`src/rtl/tdc_meas_ctrl_if.sv`:
```
// tdc_meas_ctrl_if: control/status bundle between the readout logic (master)
// and the tdc_meas_ctrl measurement sequencer (slave).
interface tdc_meas_ctrl_if #(
    parameter int N_STOP = 8,
    parameter int TW     = 16
);
    logic              arm;
    logic              abort;
    logic [TW-1:0]     timeout;
    logic [N_STOP-1:0] ch_en;
    logic              startpulse;
    logic [N_STOP-1:0] stoppulse;
    logic              rd_ack;
    logic              tdc_en;
    logic              busy;
    logic              irq;
    logic [N_STOP-1:0] hit_mask;
    logic              timed_out;
    logic              early_stop;
    logic [TW-1:0]     elapsed;
    logic [2:0]        state;

    modport master (
        output arm, abort, timeout, ch_en, startpulse, stoppulse, rd_ack,
        input  tdc_en, busy, irq, hit_mask, timed_out, early_stop, elapsed, state
    );

    modport slave (
        input  arm, abort, timeout, ch_en, startpulse, stoppulse, rd_ack,
        output tdc_en, busy, irq, hit_mask, timed_out, early_stop, elapsed, state
    );
endinterface

```
`src/rtl/tdc_meas_ctrl.sv`:
```
// tdc_meas_ctrl: arms the TDC, collects first stop hits after start (optional cycle timeout),
// hands results over via irq/rd_ack, then waits for quiet inputs before re-arming.
module tdc_meas_ctrl #(
    parameter int N_STOP    = 8,
    parameter int TW        = 16,
    parameter int QUIET_CYC = 60
) (
    input logic             clk,
    input logic             res,
    tdc_meas_ctrl_if.slave  bus
);
    localparam int QW = $clog2(QUIET_CYC);

    typedef enum logic [2:0] {
        S_IDLE    = 3'd0,
        S_ARMED   = 3'd1,
        S_MEASURE = 3'd2,
        S_READOUT = 3'd3,
        S_RECOVER = 3'd4
    } state_t;

    state_t            r_state, w_next;
    logic              r_start_prev;
    logic [N_STOP-1:0] r_stop_prev;
    logic [N_STOP-1:0] r_ch_en, w_ch_en;
    logic [N_STOP-1:0] r_hit_mask, w_hit_mask;
    logic              r_timed_out, w_timed_out;
    logic              r_early_stop, w_early_stop;
    logic [TW-1:0]     r_elapsed, w_elapsed;
    logic [QW-1:0]     r_quiet, w_quiet;
    logic              r_tdc_en, r_busy, r_irq;

    logic              w_start_edge;
    logic [N_STOP-1:0] w_stop_hit;
    logic              w_quiet_now;
    logic [TW-1:0]     w_elapsed_inc;
    logic              w_abort;

    assign w_start_edge  = bus.startpulse & ~r_start_prev;
    assign w_stop_hit    = bus.stoppulse & ~r_stop_prev & r_ch_en;
    assign w_quiet_now   = ~bus.startpulse & ~|bus.stoppulse;
    assign w_elapsed_inc = &r_elapsed ? r_elapsed : r_elapsed + TW'(1);
    assign w_abort       = bus.abort && (r_state inside {S_ARMED, S_MEASURE, S_READOUT});

    always_comb begin
        w_next       = r_state;
        w_ch_en      = r_ch_en;
        w_hit_mask   = r_hit_mask;
        w_timed_out  = r_timed_out;
        w_early_stop = r_early_stop;
        w_elapsed    = r_elapsed;
        w_quiet      = '0;
        case (r_state)
            S_IDLE: if (bus.arm) begin
                w_next       = S_ARMED;
                w_ch_en      = bus.ch_en;
                w_hit_mask   = '0;
                w_timed_out  = 1'b0;
                w_early_stop = 1'b0;
                w_elapsed    = '0;
            end
            S_ARMED: if (w_start_edge) begin
                w_next     = S_MEASURE;
                w_elapsed  = '0;
                w_hit_mask = r_hit_mask | w_stop_hit;
            end else if (|w_stop_hit) begin
                w_early_stop = 1'b1;
            end
            S_MEASURE: begin
                w_hit_mask = r_hit_mask | w_stop_hit;
                // all-hit is tested first so it wins over a timeout in the same cycle
                if ((w_hit_mask & r_ch_en) == r_ch_en) begin
                    w_next    = S_READOUT;
                    w_elapsed = w_elapsed_inc;
                end else if (bus.timeout != '0 && r_elapsed == bus.timeout) begin
                    w_next      = S_READOUT;
                    w_timed_out = 1'b1;
                end else begin
                    w_elapsed = w_elapsed_inc;
                end
            end
            S_READOUT: w_next = bus.rd_ack ? S_RECOVER : S_READOUT;
            S_RECOVER: if (w_quiet_now) begin
                w_next  = (r_quiet == QW'(QUIET_CYC - 1)) ? S_IDLE : S_RECOVER;
                w_quiet = (r_quiet == QW'(QUIET_CYC - 1)) ? '0 : r_quiet + QW'(1);
            end
            default: w_next = S_IDLE;
        endcase
        if (w_abort) begin
            w_next       = S_RECOVER;
            w_hit_mask   = r_hit_mask;
            w_timed_out  = r_timed_out;
            w_early_stop = r_early_stop;
            w_elapsed    = r_elapsed;
        end
    end

    // previous-value registers reset high so inputs already high at release give no edge
    always_ff @(posedge clk or posedge res) begin
        if (res) begin
            r_state      <= S_IDLE;
            r_start_prev <= 1'b1;
            r_stop_prev  <= '1;
            r_ch_en      <= '0;
            r_hit_mask   <= '0;
            r_timed_out  <= 1'b0;
            r_early_stop <= 1'b0;
            r_elapsed    <= '0;
            r_quiet      <= '0;
            r_tdc_en     <= 1'b0;
            r_busy       <= 1'b0;
            r_irq        <= 1'b0;
        end else begin
            r_state      <= w_next;
            r_start_prev <= bus.startpulse;
            r_stop_prev  <= bus.stoppulse;
            r_ch_en      <= w_ch_en;
            r_hit_mask   <= w_hit_mask;
            r_timed_out  <= w_timed_out;
            r_early_stop <= w_early_stop;
            r_elapsed    <= w_elapsed;
            r_quiet      <= w_quiet;
            r_tdc_en     <= (w_next == S_ARMED) || (w_next == S_MEASURE);
            r_busy       <= w_next != S_IDLE;
            r_irq        <= w_next == S_READOUT;
        end
    end

    assign bus.tdc_en     = r_tdc_en;
    assign bus.busy       = r_busy;
    assign bus.irq        = r_irq;
    assign bus.hit_mask   = r_hit_mask;
    assign bus.timed_out  = r_timed_out;
    assign bus.early_stop = r_early_stop;
    assign bus.elapsed    = r_elapsed;
    assign bus.state      = r_state;
endmodule

```
`src/flat_wrapper.sv`:
```
// flat-port wrapper written by rule: the top's interface ports become plain ports
module tdc_meas_ctrl_flat 
#(
    parameter int N_STOP    = 8,
    parameter int TW        = 16,
    parameter int QUIET_CYC = 60
)
  (clk, res, bus_arm, bus_abort, bus_timeout, bus_ch_en, bus_startpulse, bus_stoppulse, bus_rd_ack, bus_tdc_en, bus_busy, bus_irq, bus_hit_mask, bus_timed_out, bus_early_stop, bus_elapsed, bus_state);
  tdc_meas_ctrl_if #(.N_STOP(N_STOP), .TW(TW)) bus_i ();
  input logic clk;
  input logic res;
  input wire logic [$bits(bus_i.arm)-1:0] bus_arm;
  input wire logic [$bits(bus_i.abort)-1:0] bus_abort;
  input wire logic [$bits(bus_i.timeout)-1:0] bus_timeout;
  input wire logic [$bits(bus_i.ch_en)-1:0] bus_ch_en;
  input wire logic [$bits(bus_i.startpulse)-1:0] bus_startpulse;
  input wire logic [$bits(bus_i.stoppulse)-1:0] bus_stoppulse;
  input wire logic [$bits(bus_i.rd_ack)-1:0] bus_rd_ack;
  output wire logic [$bits(bus_i.tdc_en)-1:0] bus_tdc_en;
  output wire logic [$bits(bus_i.busy)-1:0] bus_busy;
  output wire logic [$bits(bus_i.irq)-1:0] bus_irq;
  output wire logic [$bits(bus_i.hit_mask)-1:0] bus_hit_mask;
  output wire logic [$bits(bus_i.timed_out)-1:0] bus_timed_out;
  output wire logic [$bits(bus_i.early_stop)-1:0] bus_early_stop;
  output wire logic [$bits(bus_i.elapsed)-1:0] bus_elapsed;
  output wire logic [$bits(bus_i.state)-1:0] bus_state;
  assign bus_i.arm = bus_arm;
  assign bus_i.abort = bus_abort;
  assign bus_i.timeout = bus_timeout;
  assign bus_i.ch_en = bus_ch_en;
  assign bus_i.startpulse = bus_startpulse;
  assign bus_i.stoppulse = bus_stoppulse;
  assign bus_i.rd_ack = bus_rd_ack;
  assign bus_tdc_en = bus_i.tdc_en;
  assign bus_busy = bus_i.busy;
  assign bus_irq = bus_i.irq;
  assign bus_hit_mask = bus_i.hit_mask;
  assign bus_timed_out = bus_i.timed_out;
  assign bus_early_stop = bus_i.early_stop;
  assign bus_elapsed = bus_i.elapsed;
  assign bus_state = bus_i.state;
  tdc_meas_ctrl #(.N_STOP(N_STOP), .TW(TW), .QUIET_CYC(QUIET_CYC)) u_core (.clk(clk), .res(res), .bus(bus_i));
endmodule
```
`config.mk`:
```
export PLATFORM = sky130hd
export DESIGN_NAME = tdc_meas_ctrl_flat
export DESIGN_NICKNAME = d
export VERILOG_FILES = /design/src/rtl/tdc_meas_ctrl_if.sv /design/src/rtl/tdc_meas_ctrl.sv /design/src/flat_wrapper.sv
export SDC_FILE = /design/constraint.sdc
export NUM_CORES = 1
export LEC_CHECK = 0
export ABC_AREA = 1
export CAP_MARGIN = 30
export CORE_ASPECT_RATIO = 1.1
export CORE_MARGIN = 1
export CORE_UTILIZATION = 46
export DETAILED_ROUTE_END_ITERATION = 10
export GPL_TIMING_DRIVEN = 0
export PLACE_DENSITY = 0.76
export REMOVE_ABC_BUFFERS = 1
export SLEW_MARGIN = 5
export SYNTH_ARGS = -nofsm -noshare
export SYNTH_HDL_FRONTEND = slang
export SYNTH_SLANG_ARGS = --single-unit
```
`constraint.sdc`:
```
create_clock -name clk -period 1.82 [get_ports clk]
set_clock_uncertainty 0.2 [all_clocks]
set_input_delay 0.273 -clock clk [delete_from_list [all_inputs] [get_ports clk]]
set_output_delay 0.273 -clock clk [all_outputs]
set_load 0.03 [all_outputs]
```
==> impl_results.rst <==
.. list-table::
   :header-rows: 1

   * - Metric
     - Value
   * - Result of the run
     - finished with violations
   * - Violations in the final reports
     - negative setup slack
   * - Fmax
     - 518 MHz
   * - Master cell of the clock root buffer
     - clkbuf_8
   * - Clock insertion delay at the later pin of the skew report
     - roughly 310 ps
   * - Total number of H-tree levels
     - 2
   * - Total global routing overflow
     - 0
   * - Required @ worst endpoint
     - ~1800 ps
   * - Number of enable flip-flop cells after synthesis
     - 0
   * - # port buffers
     - 69
   * - Antenna violations before repair
     - 0
   * - Starting density of the core
     - 47.3%
   * - Ports
     - 70
   * - Vias
     - 3,532
   * - Fin Hold WS
     - 126 ps
   * - Clock slew seen by the registers of the worst setup and hold paths
     - about 100 ps
   * - Critical Path Start Type
     - flop
   * - Count of hold-fix buffers inserted at cts
     - 0
   * - Worst Tran Pin Value
     - 527 ps
   * - Hold violation count in the final report
     - 0
   * - Total half-perimeter wirelength after legalization and detailed placement
     - 6040 um
   * - Static leakage
     - 2.42 nW
   * - Count of different cell masters after synthesis
     - 33
   * - Mean cell area of the mapped netlist
     - approximately 6.9 um^2
   * - Final-report setup violation count
     - 19
   * - Antenna fix cells
     - 0
   * - Total CTS buffers
     - 5
   * - TritonCTS clock tree
     - done
   * - Average routed wire per standard cell
     - ~14 um
   * - Part of the Yosys area used for sequential elements
     - 42.1%
   * - Flip-flop and latch count after synthesis
     - 55
   * - Ratio of routed vias to standard cells
     - 5.27
   * - Dominant register cell in the synthesized netlist
     - dfrtp_1
   * - Cell area after synthesis
     - 3300 um^2
   * - Setup repair after global routing missed its margin
     - yes
   * - Floorplan die width
     - ~83 um
   * - First drt pass iteration count
     - 4
   * - Post-synthesis async set-or-reset flop share
     - between 90% and 100%
   * - Slew Limit Headroom
     - between 60% and 70%
   * - Count of nets left with antenna violations after detail routing
     - 0
   * - Slew Limit Fails
     - 0
   * - Number of max-capacitance violations reported
     - 0
   * - Placeable core region
     - between 6000 and 7000 um^2
   * - Starting DRT DRC Count
     - 245
   * - Maximum vdd ir drop
     - around 0.00052 V
   * - Number of remaining DRC errors
     - 0
   * - Die Outline Area
     - around 7500 um^2
   * - Gate count after technology mapping
     - 478
   * - Layout Area Growth over Synthesis
     - 43.6%
   * - P per Cell Area
     - about 630 nW/um^2
   * - Final clock period utilization by the worst path
     - 106%
   * - Total wire length
     - 9360 um
   * - Critical Path AT
     - slightly below 2000 ps
   * - Die span in y
     - roughly 91 um
   * - Pre-CTS WS
     - -656 ps
   * - Core utilization of the finished layout
     - between 60% and 70%
   * - Clk buf depth
     - 2
   * - Most common cell after layout, fill and taps aside
     - nand2_1
   * - # clock sinks
     - between 50 and 60
   * - Largest net degree at the start of global routing
     - 32
   * - Filler instances
     - between 500 and 600
   * - Vias in the first global route
     - between 3,000 and 4,000
   * - Total GRT Usage
     - 25.1%
   * - Weighted congestion at the end of routability-driven global placement
     - 0.957
   * - FP Rows
     - 32
   * - Final worst path period need
     - between 1500 and 2000 ps
   * - Yosys warns
     - 0
   * - Fin area
     - 4740 um^2
   * - Slack of the critical path
     - -110 ps
   * - Type of the worst setup path
     - reg -> reg
   * - DP Cell Count
     - about 620
   * - Kind of end point of the critical path
     - flop
   * - # nets final
     - around 620
   * - First-pass GRT wire length
     - about 15,000 um
   * - Number of standard cells in the layout, taps in and fillers out
     - 670
   * - Dpl cell area
     - between 4000 and 5000 um^2
   * - Most used cells in the layout excluding fill and tap cells
     - 134 x nand2_1, 66 x nor2_1, 42 x inv_1
   * - Maximum fanout along the worst path
     - 18
   * - Worst min path class
     - in -> async
   * - Fraction of final layout cells sized beyond drive strength 1
     - 25.3%
==> through the flow <==
stage / power [mW] / setup TNS [ps]
3_5_place_dp: 2.25 / -14550
4_1_cts: 2.97 / -1210
5_1_grt: 3.16 / -3890
3_3_place_gp: 2.23 / -61880
2_1_floorplan: 1.94 / -5220
6_report: 2.98 / -1470
==> cell families (layout without fill, tap and decap cells) <==
group	count (synthesis)	after routing	synth area share [%]
AO/OA/AOI/OAI	19	19	3.64
XOR/XNOR	11	11	2.92
buffers and inverters	71	175	8.65
AND/OR/NAND/NOR	320	323	42.0
flip-flops	55	55	42.1
adder cells (fa/ha/maj)	2	2	0.759
==> cell usage after synthesis (2+ instances only) <==
master	count	area, um^2
nand2_4	2	22.5
ha_1	2	25.0
buf_2	3	15.0
nor3b_1	5	37.5
o21ai_0	12	60.1
dfstp_2	9	236
nand3_1	40	200
nand3b_1	4	30.0
nor3_1	8	40.0
a21oi_1	2	10.0
nand2_2	3	18.8
inv_2	16	60.1
nor2_1	76	285
nand4_1	11	68.8
nand2_1	163	612
clkbuf_1	3	11.3
dfrtp_1	46	1150
nor4_1	3	18.8
o211ai_1	2	15.0
buf_4	2	15.0
inv_1	45	169
xor2_1	10	87.6
==> per-layer routing <==
| metal | track usage [%] | up-vias | part of all wire, % |
|---|---|---|---|
| met2 | 42.3 | 155 | 50 |
| met5 | 0 | - | 0 |
| met3 | 3.74 | 21 | 6.6 |
| li1 | - | 1711 | - |
| met4 | 11.2 | 0 | 2.7 |
| met1 | 30.9 | 1645 | 41 |
==> worst paths after layout <==
kind | slack [ps] | cells after the start | from | endpoint
max | -110 | 9 | u_core.bus.state[0] | u_core.bus.elapsed[9]
min | 130 | 2 | res | u_core.bus.hit_mask[3]
max reg2reg | -110 | 9 | u_core.bus.state[0] | u_core.bus.elapsed[9]
min reg2reg | 270 | 1 | u_core.r_quiet[0] | u_core.r_quiet[0]
max in group asynchronous | 730 | 3 | res | u_core.bus.state[1]
min in group clk | 190 | 1 | bus_stoppulse[0] | u_core.r_stop_prev[0]
==> worst max-delay path, cell delays in order (launching register included) <==
cell and delay [ps]:
dfrtp_2 460, nor2_4 180, inv_2 70, o31ai_4 280, nor2_4 80, buf_12 140, nand2_8 150, nand2_8 120
nand2_1 90, nand2_1 50
==> sequential cells by signal (all words and copies together) (netlist names) <==
name and cells:
u_core.r_ch_en 8, u_core.r_stop_prev 8, u_core.bus.irq 1, u_core.bus.state 3
u_core.bus.elapsed 16, u_core.bus.timed_out 1, u_core.bus.early_stop 1, u_core.bus.tdc_en 1
u_core.r_quiet 6, u_core.bus.busy 1, u_core.bus.hit_mask 8, u_core.r_start_prev 1
==> power breakdown <==
group | switching (mW) | internal (mW) | total, mW | leakage (nW)
registers | 0.112 | 1.38 | 1.49 | 0.687
clock network | 0.392 | 0.348 | 0.740 | 0.0515
logic | 0.448 | 0.300 | 0.748 | 1.68
total | 0.951 | 2.03 | 2.98 | 2.42
==> timing repair <==
item / in CTS / in global routing
cloned: 3 / 0
gates resized for setup: 89 / 41
setup endpoints to repair: 66 / 33
pin swaps: 20 / 13
buffers inserted: 22 / 13
==> layout make-up <==
cell class / count / area (um^2) / share of cell area, %
Multi-Input combinational cell: 355 / 1890 / 40.0
Sequential cell: 55 / 1410 / 29.7
Timing Repair Buffer: 105 / 986 / 20.8
Inverter: 62 / 241 / 5.10
Tap cell: 85 / 106 / 2.25
Clock buffer: 8 / 100 / 2.11
Note: power is estimated with default switching activity, not from simulation.
